## config.mk

```make
export PLATFORM = sky130hd
export DESIGN_NAME = mem_dump_engine
export DESIGN_NICKNAME = d
export VERILOG_FILES = /design/src/rtl/dump_pkg.sv /design/src/rtl/dump_fifo.sv /design/src/rtl/mem_dump_engine.sv
export SDC_FILE = /design/constraint.sdc
export NUM_CORES = 1
export LEC_CHECK = 0
export BUFFER_PORTS_ARGS = -buffer_cell sky130_fd_sc_hd__buf_4
export CORE_ASPECT_RATIO = 2
export CORE_UTILIZATION = 45
export CTS_CLUSTER_SIZE = 14
export DETAILED_ROUTE_END_ITERATION = 12
export PLACE_DENSITY_LB_ADDON = 0.25
export SLEW_MARGIN = 40
export SYNTH_ARGS = -nofsm -noshare
export SYNTH_HDL_FRONTEND = slang
export SYNTH_SLANG_ARGS = --single-unit
```

## constraint.sdc

```tcl
create_clock -name clock -period 4.1 [get_ports clock]
set_input_delay 0 -clock clock [delete_from_list [all_inputs] [get_ports clock]]
set_output_delay 0 -clock clock [all_outputs]
set_load 0.01 [all_outputs]
```

## src/rtl/dump_pkg.sv

```systemverilog
// Shared definitions for the memory dump engine: FSM encoding, region IDs
// and the width of the {region, index, last} tag that travels with each read.
package dump_pkg;

  typedef enum logic [1:0] {
    ST_IDLE  = 2'd0,
    ST_RUN   = 2'd1,
    ST_DRAIN = 2'd2,
    ST_DONE  = 2'd3
  } state_t;

  localparam logic REGION_INSN = 1'b0;
  localparam logic REGION_DATA = 1'b1;

  function automatic int tag_width(input int addr_w);
    return 1 + addr_w + 1;
  endfunction

endpackage

```

## src/rtl/dump_fifo.sv

```systemverilog
// Synchronous FIFO holding {data, tag} words on their way to the dump stream.
// The head entry is read straight from storage; flush empties it in one cycle.
module dump_fifo #(
  parameter int DEPTH = 4,
  parameter int WIDTH = 8
) (
  input  logic                     clock,
  input  logic                     reset,
  input  logic                     flush,
  input  logic                     push,
  input  logic                     pop,
  input  logic [WIDTH-1:0]         wdata,
  output logic [WIDTH-1:0]         rdata,
  output logic [$clog2(DEPTH):0]   count
);

  localparam int PW = $clog2(DEPTH);

  logic [WIDTH-1:0] store [DEPTH];
  logic [PW-1:0]    wr_ptr;
  logic [PW-1:0]    rd_ptr;

  always_ff @(posedge clock) begin
    if (push) store[wr_ptr] <= wdata;
  end

  always_ff @(posedge clock) begin
    if (reset || flush) begin
      wr_ptr <= '0;
      rd_ptr <= '0;
      count  <= '0;
    end else begin
      if (push) wr_ptr <= wr_ptr + PW'(1);
      if (pop)  rd_ptr <= rd_ptr + PW'(1);
      case ({push, pop})
        2'b10:   count <= count + (PW+1)'(1);
        2'b01:   count <= count - (PW+1)'(1);
        default: count <= count;
      endcase
    end
  end

  assign rdata = store[rd_ptr];

endmodule

```

## src/rtl/mem_dump_engine.sv

```systemverilog
// Halts the core and streams region 0 then region 1 memory contents over a
// valid/ready port, issuing reads only when the output FIFO has room for them.
module mem_dump_engine
  import dump_pkg::*;
#(
  parameter int DATA_W     = 32,
  parameter int ADDR_W     = 32,
  parameter int WORD_BYTES = 4,
  parameter int R0_WORDS   = 64,
  parameter int R1_WORDS   = 256,
  parameter int RD_LAT     = 1,
  parameter int FIFO_DEPTH = 4
) (
  input  logic              clock,
  input  logic              reset,
  input  logic              trigger,
  input  logic              abort,
  input  logic              release_dump,
  output logic              halt_req,
  output logic              mem_ren,
  output logic              mem_sel,
  output logic [ADDR_W-1:0] mem_addr,
  input  logic [DATA_W-1:0] mem_rdata,
  output logic              dump_valid,
  input  logic              dump_ready,
  output logic [DATA_W-1:0] dump_data,
  output logic [ADDR_W-1:0] dump_index,
  output logic              dump_region,
  output logic              dump_last,
  output logic              done,
  output logic [1:0]        fsm_state
);

  localparam int TAG_W = tag_width(ADDR_W);
  localparam int CNT_W = $clog2(FIFO_DEPTH) + 1;
  localparam int CW    = CNT_W + 1;
  localparam logic FIRST_REGION = (R0_WORDS != 0) ? REGION_INSN : REGION_DATA;
  localparam logic LAST_REGION  = (R1_WORDS != 0) ? REGION_DATA : REGION_INSN;
  localparam logic [ADDR_W-1:0] R0_END = ADDR_W'(R0_WORDS - 1);
  localparam logic [ADDR_W-1:0] R1_END = ADDR_W'(R1_WORDS - 1);
  localparam bit NO_WORDS = (R0_WORDS == 0) && (R1_WORDS == 0);

  // Handshake: a stream word transfers on any rising edge where dump_valid and
  // dump_ready are both 1; while valid is 1 and ready is 0 the dump_* outputs hold.

  state_t             state;
  logic               trig_q;
  logic               region;
  logic [ADDR_W-1:0]  index;
  logic [TAG_W-1:0]   issue_tag;
  logic [TAG_W:0]     tag_pipe [RD_LAT];
  logic [CNT_W-1:0]   fifo_count;
  logic [DATA_W+TAG_W-1:0] fifo_head;

  logic [ADDR_W-1:0]  region_end;
  logic [ADDR_W-1:0]  next_index;
  logic               next_region;
  logic               cur_last;
  logic [CW-1:0]      used;
  logic               pipe_busy;
  logic               can_issue;
  logic               trig_edge;
  logic               issue;
  logic               flush;
  logic               pop;
  logic               drained;

  assign pop       = dump_valid && dump_ready;
  assign trig_edge = trigger && !trig_q;
  assign flush     = abort && (state != ST_IDLE);

  // used = FIFO entries plus reads still in flight, after this cycle's pop.
  always_comb begin
    region_end  = region ? R1_END : R0_END;
    cur_last    = (region == LAST_REGION) && (index == region_end);
    next_region = region;
    next_index  = index + ADDR_W'(1);
    if (index == region_end) begin
      next_region = LAST_REGION;
      next_index  = '0;
    end
    used      = CW'(fifo_count) + CW'(mem_ren);
    pipe_busy = mem_ren;
    for (int k = 0; k < RD_LAT; k++) begin
      used      = used + CW'(tag_pipe[k][TAG_W]);
      pipe_busy = pipe_busy | tag_pipe[k][TAG_W];
    end
    used      = used - CW'(pop);
    can_issue = (used < CW'(FIFO_DEPTH));
    drained   = !pipe_busy && (fifo_count == CNT_W'(pop));
    issue     = !abort && (((state == ST_IDLE) && trig_edge && !NO_WORDS) ||
                           ((state == ST_RUN) && can_issue));
  end

  always_ff @(posedge clock) begin
    if (reset) begin
      state     <= ST_IDLE;
      trig_q    <= 1'b0;
      region    <= FIRST_REGION;
      index     <= '0;
      mem_ren   <= 1'b0;
      mem_sel   <= 1'b0;
      mem_addr  <= '0;
      issue_tag <= '0;
      halt_req  <= 1'b0;
      done      <= 1'b0;
    end else begin
      trig_q  <= trigger;
      done    <= 1'b0;
      mem_ren <= issue;
      if (issue) begin
        mem_sel   <= region;
        mem_addr  <= index * ADDR_W'(WORD_BYTES);
        issue_tag <= {region, index, cur_last};
        region    <= next_region;
        index     <= next_index;
      end
      if (flush) begin
        state    <= ST_IDLE;
        halt_req <= 1'b0;
        region   <= FIRST_REGION;
        index    <= '0;
      end else begin
        case (state)
          ST_IDLE: begin
            if (trig_edge && !abort) begin
              halt_req <= 1'b1;
              if (NO_WORDS) begin
                state <= ST_DONE;
                done  <= 1'b1;
              end else begin
                state <= cur_last ? ST_DRAIN : ST_RUN;
              end
            end
          end
          ST_RUN:   if (issue && cur_last) state <= ST_DRAIN;
          ST_DRAIN: begin
            if (drained) begin
              state <= ST_DONE;
              done  <= 1'b1;
            end
          end
          ST_DONE: begin
            if (release_dump) begin
              state    <= ST_IDLE;
              halt_req <= 1'b0;
              region   <= FIRST_REGION;
              index    <= '0;
            end
          end
          default: state <= ST_IDLE;
        endcase
      end
    end
  end

  // Stage k holds the tag of the read issued k+1 cycles before mem_ren's cycle.
  always_ff @(posedge clock) begin
    if (reset || flush) begin
      for (int k = 0; k < RD_LAT; k++) tag_pipe[k] <= '0;
    end else begin
      tag_pipe[0] <= {mem_ren, issue_tag};
      for (int k = 1; k < RD_LAT; k++) tag_pipe[k] <= tag_pipe[k-1];
    end
  end

  dump_fifo #(
    .DEPTH (FIFO_DEPTH),
    .WIDTH (DATA_W + TAG_W)
  ) u_fifo (
    .clock (clock),
    .reset (reset),
    .flush (flush),
    .push  (tag_pipe[RD_LAT-1][TAG_W]),
    .pop   (pop),
    .wdata ({mem_rdata, tag_pipe[RD_LAT-1][TAG_W-1:0]}),
    .rdata (fifo_head),
    .count (fifo_count)
  );

  assign dump_valid = (fifo_count != '0);
  assign {dump_data, dump_region, dump_index, dump_last} = dump_valid ? fifo_head : '0;
  assign fsm_state  = state;

endmodule

```

==> flow_metrics.py, run 1 <==
metrics = {
    "pwr": {
        "powerDensity_nw_per_um2": 554.7,
        "power_w": 0.009782,
        "irDropWorstVdd_mv": 0.3634,
        "p_leak_nw": 5.879,
    },
    "drt": {
        "drc_errors": 0,
        "vias": 8203,
        "initialDrtViolationCount": 440,
        "routed_wirelength_um": 30100,
        "ant_nets": 0,
        "viasPerCell": 5.192,
        "dr.pass1.iters": 4,
        "wire_per_inst_um": 19.05,
    },
    "setup_path": {
        "crit_required_ps": 4480,
        "cp.arrival_ps": 3670,
        "worstSetupPathType": "reg2reg",
        "endpoint_kind": "flip-flop",
        "critPathMaxFanout": 27,
        "crit_path_start_kind": "flip-flop",
    },
    "timing": {
        "finalCriticalPeriod_ps": 3295,
        "tightest_slew_ps": 808.1,
        "fin_tns_setup_ps": 0,
        "rsz0062_at_grt": "false",
        "holdWs_ps": 234.3,
        "hold_violations": 0,
        "fmax_ghz": 0.3035,
        "slew_violations": 0,
        "clock_skew_ps": 17.89,
        "slew-limit-headroom_pct": 45.63,
        "min_period_over_period_pct": 80.37,
        "setup-violations-final": 0,
        "worst_slack_ps": 804.7,
    },
    "layout": {
        "diodes": 0,
        "layout-drive-gt1-share_pct": 24.54,
        "num-fill-cells": 2727,
        "syn_to_final_growth_pct": 18.94,
        "final_nets": 1184,
    },
    "outcome": {
        "status": "finished, final reports clean",
    },
    "synth": {
        "synth_seq_cells": 381,
        "synth_cell_types": 43,
        "synth_edf_count": 264,
        "async_flop_share_pct": 0,
        "netlist_area_um2": 14830,
        "ys.flop_type": "edfxtp_1",
        "yosys_warnings": 0,
        "syn_avg_cell_area_um2": 15.13,
        "synthCells": 980,
        "ys_seq_area_share_pct": 69.27,
    },
    "cts": {
        "path_clk_slew_ps": 60,
        "cts_htree_levels": 2,
        "worstSkewPairLatency_ps": 510,
        "clockBufferDepth": 3,
        "cts.repair.resized": 0,
        "clock_sinks": 381,
        "cts_root_buf": "clkbuf_16",
        "cts_tree": "built",
        "cts_made_buffers": 34,
    },
    "global_route": {
        "grt_pass1_vias": 8336,
        "grt_overflow_total": 0,
        "grt_antenna_before_repair": 0,
        "grt_max_degree": 69,
        "grt_pass1_wl_um": 46340,
        "grt_use_total_pct": 18.37,
    },
    "job": {
        "maxCapViolCount": 0,
    },
    "placement": {
        "place_congestion": 0.8524,
        "place_ws_ps": 823.9,
        "hpwlAfterDp_um": 18620,
        "io_buffers": 140,
    },
    "die": {
        "rows": 93,
        "fp.dieArea_um2": 33720,
        "die_w_um": 130.3,
        "core_um2": 32350,
        "initial_core_util_pct": 45.83,
        "die_h_um": 258.7,
        "pin_count": 143,
    },
    "hold_path": {
        "hp-class": "in2reg",
    },
}
==> synth_stat cells, types with 2 or more instances <==
| master | count | area share (%) |
|---|---|---|
| edfxtp_1 | 264 | 53 |
| dfxtp_1 | 117 | 16 |
| and2_1 | 107 | 4.5 |
| nand2_1 | 96 | 2.4 |
| mux4_2 | 66 | 10 |
| a21oi_1 | 47 | 1.6 |
| nor2_1 | 46 | 1.2 |
| clkbuf_1 | 35 | 0.89 |
| buf_4 | 32 | 1.6 |
| xnor2_1 | 32 | 1.9 |
| a211oi_1 | 20 | 1.0 |
| inv_1 | 16 | 0.41 |
| ha_1 | 12 | 1.0 |
| nand3_1 | 11 | 0.37 |
| buf_2 | 10 | 0.34 |
| nand4_1 | 8 | 0.34 |
| nor4_1 | 7 | 0.30 |
| buf_1 | 6 | 0.15 |
| a2111oi_0 | 5 | 0.30 |
| nor3b_1 | 4 | 0.20 |
| or3_1 | 4 | 0.17 |
| a21o_1 | 3 | 0.15 |
| and3_1 | 3 | 0.13 |
| mux2i_1 | 3 | 0.20 |
| nor3_1 | 3 | 0.10 |
| o21ai_0 | 3 | 0.10 |
| nand2b_1 | 2 | 0.084 |
| nor2b_1 | 2 | 0.084 |
| xor2_1 | 2 | 0.12 |
==> repair_timing <==
item                      4_1_cts  5_1_grt
hold endpoints to repair      174        0
buffers inserted                0        0
hold buffers                   39        0
==> final cells by class <==
cell class                 count  area [µm²]  area share [%]
sequential                   381       10280           58.28
clock inverter                 7       37.54          0.2129
multi-input combinational    501        4094           23.22
inverter                      16       60.06          0.3406
clock buffer                  49       938.4           5.322
tap                          427       534.3           3.030
timing repair buffer         199        1692           9.593
==> registers in the layout, indices dropped and copies added (netlist names), named ones only <==
signal and flops:
trig_q 1, issue_tag 33, u_fifo.store 264, u_fifo.count 3
region 1, tag_pipe 35, mem_ren 1, index 32
fsm_state 2, mem_sel 1, u_fifo.rd_ptr 2, u_fifo.wr_ptr 2
halt_req 1, done 1
==> through the flow <==
step | cell area [µm²] | utilization [%] | instances
floorplan | 14830 | - | 981
global placement | 16120 | 49.83 | 1478
detailed placement | 16250 | 50.22 | 1484
CTS | 17610 | 54.45 | 1579
global route | 17630 | 54.51 | 1580
finish | 17630 | 54.51 | 1580
==> placed cells by master (no fill, tap or decap), types with 32 or more instances in the layout <==
master,instances
and2_1,103
clkbuf_16,35
nand2_1,96
edfxtp_1,264
nor2_1,46
dfxtp_1,115
buf_4,152
dlygate4sd3_1,39
mux4_2,66
xnor2_1,32
a21oi_1,46
==> power by group <==
group	internal (W)	switching [W]
clock	0.00159	0.00129
combinational	0.00131	0.00128
sequential	0.00418	0.000137
total	0.00707	0.00271
==> kinds of logic after synthesis <==
kind of cell    after synthesis  share of synthesized area, %
compound gates               85                         3.654
flops                       381                         69.27
simple gates                298                         10.26
xor+xnor                     34                         2.009
fa+ha+maj                    13                         1.148
other cells                   1                       0.02529
buf+inv                      99                         3.401
mux                          69                         10.23
==> metal layers <==
layer | part of all wire, % | track usage, % | vias up
li1 | - | - | 3860
met3 | 3.3 | 2.436 | 50
met1 | 39 | 21.02 | 4112
met5 | 0 | 0 | -
met2 | 55 | 33.92 | 181
met4 | 3.1 | 7.248 | 0
==> final timing paths <==
check	startpoint	endpoint	slack, ps	cells past startpoint
setup reg to reg	u_fifo.count[2]$_SDFFE_PP0N_	index[17]$_SDFF_PP0_	800	12
setup / recovery	u_fifo.count[2]$_SDFFE_PP0N_	index[17]$_SDFF_PP0_	800	12
hold / removal	mem_rdata[4]	u_fifo.store[3][38]$_DFFE_PP_	230	2
hold reg to reg	issue_tag[31]$_SDFFE_PP0N_	issue_tag[31]$_SDFFE_PP0N_	450	2
==> critical path, stage by stage (launching register included) <==
cell       delay [ps]
dfxtp_1           340
or3_2             500
nand2_1           170
or2_2             170
nand2_1           120
ha_1              300
nand3_1            90
a21oi_1           240
o311ai_4          160
buf_4             270
a2111oi_0         570
xnor2_1           180
nor2_1             50
No activity file was read; power rests on OpenSTA's default activity.
==> inputs of run 2 (changes only) <==
clock period = 3.3 ns   (was 4.1 ns; I/O delays follow)
==> run 2 against run 1 <==
- maximum frequency grew 5.9%
- largest power group unchanged
- clock skew decreased by 8.5 ps
- clock power up 26%
- sequential share of layout area fell by 0.23 points
- critical path type unchanged
- core utilization up 0.22 points
==> flow_metrics.py, run 2 (synthesized netlist as in run 1, its figures left out) <==
metrics = {
    "layout": {
        "layout-drive-gt1-share_pct": 25.41,
        "num-fill-cells": 2722,
        "top_register": "u_fifo.store",
        "largest_reg_flops": 264,
        "reg_top3": "u_fifo.store (264), tag_pipe (35), issue_tag (33)",
        "stdcell_area_um2": 17700,
        "syn_to_final_growth_pct": 19.42,
        "final_nets": 1188,
        "diodes": 0,
        "mostFrequentLayoutCells": "264 x edfxtp_1, 156 x buf_4, 115 x dfxtp_1",
        "layout_commonest_cell": "edfxtp_1",
        "finalCoreUtilization_pct": 54.73,
    },
    "cts": {
        "cts_tree": "built",
        "worstSkewPairLatency_ps": 510,
        "clock_sinks": 381,
        "path_clk_slew_ps": 60,
        "cts_htree_levels": 2,
        "cts_made_buffers": 34,
        "cts_root_buf": "clkbuf_16",
        "clockBufferDepth": 3,
    },
    "timing": {
        "min_period_over_period_pct": 94.28,
        "fmax_ghz": 0.3214,
        "slew-limit-headroom_pct": 49.79,
        "clock_skew_ps": 9.422,
        "setup-violations-final": 0,
        "hold_violations": 0,
        "tightest_slew_ps": 753.2,
        "rsz0062_at_grt": "false",
        "slew_violations": 0,
        "finalCriticalPeriod_ps": 3111,
        "fin_tns_setup_ps": 0,
    },
    "global_route": {
        "grt_pass1_vias": 8620,
        "grt_antenna_before_repair": 0,
        "grt_pass1_wl_um": 46640,
        "grt_max_degree": 69,
        "grt_overflow_total": 0,
        "grt_use_total_pct": 18.35,
    },
    "die": {
        "pin_count": 143,
        "rows": 93,
        "core_um2": 32350,
        "initial_core_util_pct": 45.83,
        "die_h_um": 258.7,
        "fp.dieArea_um2": 33720,
        "die_w_um": 130.3,
    },
    "setup_path": {
        "slowest_delay_ps": 510,
        "worstSetupPathType": "reg2reg",
        "crit_required_ps": 3700,
        "rrSetupSlack_ps": 190,
        "crit_path_start_kind": "flip-flop",
        "slowest_stage": "or3_2",
        "cp.arrival_ps": 3510,
        "critPathMaxFanout": 27,
        "endpoint_kind": "flip-flop",
        "crit_chain": "or3_2 > nand2_2 > or2_2 > nand2_1 > ha_1 > nand3_1 > and3_1 > o311ai_4 > buf_12 > a2111oi_1 > xnor2_1 > nor2_1",
    },
    "pwr": {
        "power_w": 0.01226,
        "switchingPower_w": 0.003380,
        "seq_power_share_pct": 43.8,
        "p_clk_share_pct": 29.7,
        "swShare_pct": 27.57,
        "irDropWorstVdd_mv": 0.5576,
        "p_leak_nw": 5.928,
        "combinationalPowerShare_pct": 26.5,
        "powerDensity_nw_per_um2": 692.5,
        "p_int_w": 0.008880,
    },
    "placement": {
        "hpwlAfterDp_um": 18550,
        "placed_area_um2": 16280,
        "place_congestion": 0.8562,
        "io_buffers": 140,
    },
    "drt": {
        "wire_per_inst_um": 18.65,
        "initialDrtViolationCount": 346,
        "vias": 8119,
        "viasPerCell": 5.113,
        "dr.pass1.iters": 4,
        "ant_nets": 0,
        "routed_wirelength_um": 29620,
        "drc_errors": 0,
    },
    "outcome": {
        "status": "finished, final reports clean",
    },
    "hold_path": {
        "hp-class": "in2reg",
    },
    "job": {
        "maxCapViolCount": 0,
    },
}
## run 2: changes by cell type in the layout (fill, tap and decap cells not counted), moves of 3 or more
cell,change
a2111oi_0,-5
buf_4,+4
a2111oi_1,+3
clkbuf_1,+3
## run 2: what timing repair did
item,CTS,global route
gates resized for setup,0,13
hold endpoints to repair,173,0
setup endpoints to repair,0,67
hold buffers,39,0
buffers inserted,0,0
## run 2: area by class of cell
cell class	count	area, µm²	area share, %
tap	427	534.3	3.018
inverter	16	60.06	0.3392
timing repair buffer	203	1713	9.675
multi-input combinational	501	4119	23.26
sequential	381	10280	58.05
clock buffer	54	968.4	5.470
clock inverter	6	32.53	0.1837
## run 2: final timing paths
check / from / to / cells past startpoint
worst max register to register: u_fifo.count[2]$_SDFFE_PP0N_ / index[13]$_SDFF_PP0_ / 12
worst min-delay path: mem_rdata[20] / u_fifo.store[2][54]$_DFFE_PP_ / 2
worst max-delay path: u_fifo.count[2]$_SDFFE_PP0N_ / index[13]$_SDFF_PP0_ / 12
worst min register to register: issue_tag[32]$_SDFFE_PP0N_ / issue_tag[32]$_SDFFE_PP0N_ / 2
## run 2: layer usage
metal  vias up  part of all wire [%]  wire length, µm  GRT usage, %
met4         0                   2.8              819         7.024
met3        45                   3.0              893         2.457
li1       3863                     -                -             -
met2       154                    57            16870         35.22
met5         -                     0                0             0
met1      4057                    37            11040         19.82
## run 2: critical path, delay by kind of cell, from the launching register on
kind | cells | cell delay [ps]
AOI/OAI and AO/OA | 2 | 650
xor gates and xnor gates | 1 | 170
adders and majority gates | 1 | 300
buffers and inverters | 1 | 210
DFF | 1 | 350
and+or+nand+nor | 7 | 1320
## run 2: power by group through the flow
| stage | combinational (W) | sequential (W) | clock [W] |
|---|---|---|---|
| 2_1_floorplan | 0.00197 | 0.00534 | 0 |
| 3_3_place_gp | 0.00325 | 0.00550 | 0 |
| 3_5_place_dp | 0.00327 | 0.00550 | 0 |
| 4_1_cts | 0.00331 | 0.00539 | 0.00375 |
| 5_1_grt | 0.00357 | 0.00541 | 0.00393 |
| 6_report | 0.00325 | 0.00538 | 0.00364 |
## run 2: stage by stage
stage / hold WS [ps] / setup slack [ps] / cells
after floorplan: 98.87 / 177.4 / 981
after global placement: 200.0 / 207.8 / 1489
after detailed placement: 204.5 / 42.88 / 1489
after CTS: 205.4 / 30.16 / 1588
after global routing: 218.3 / 2.269 / 1588
final: 230.4 / 188.8 / 1588
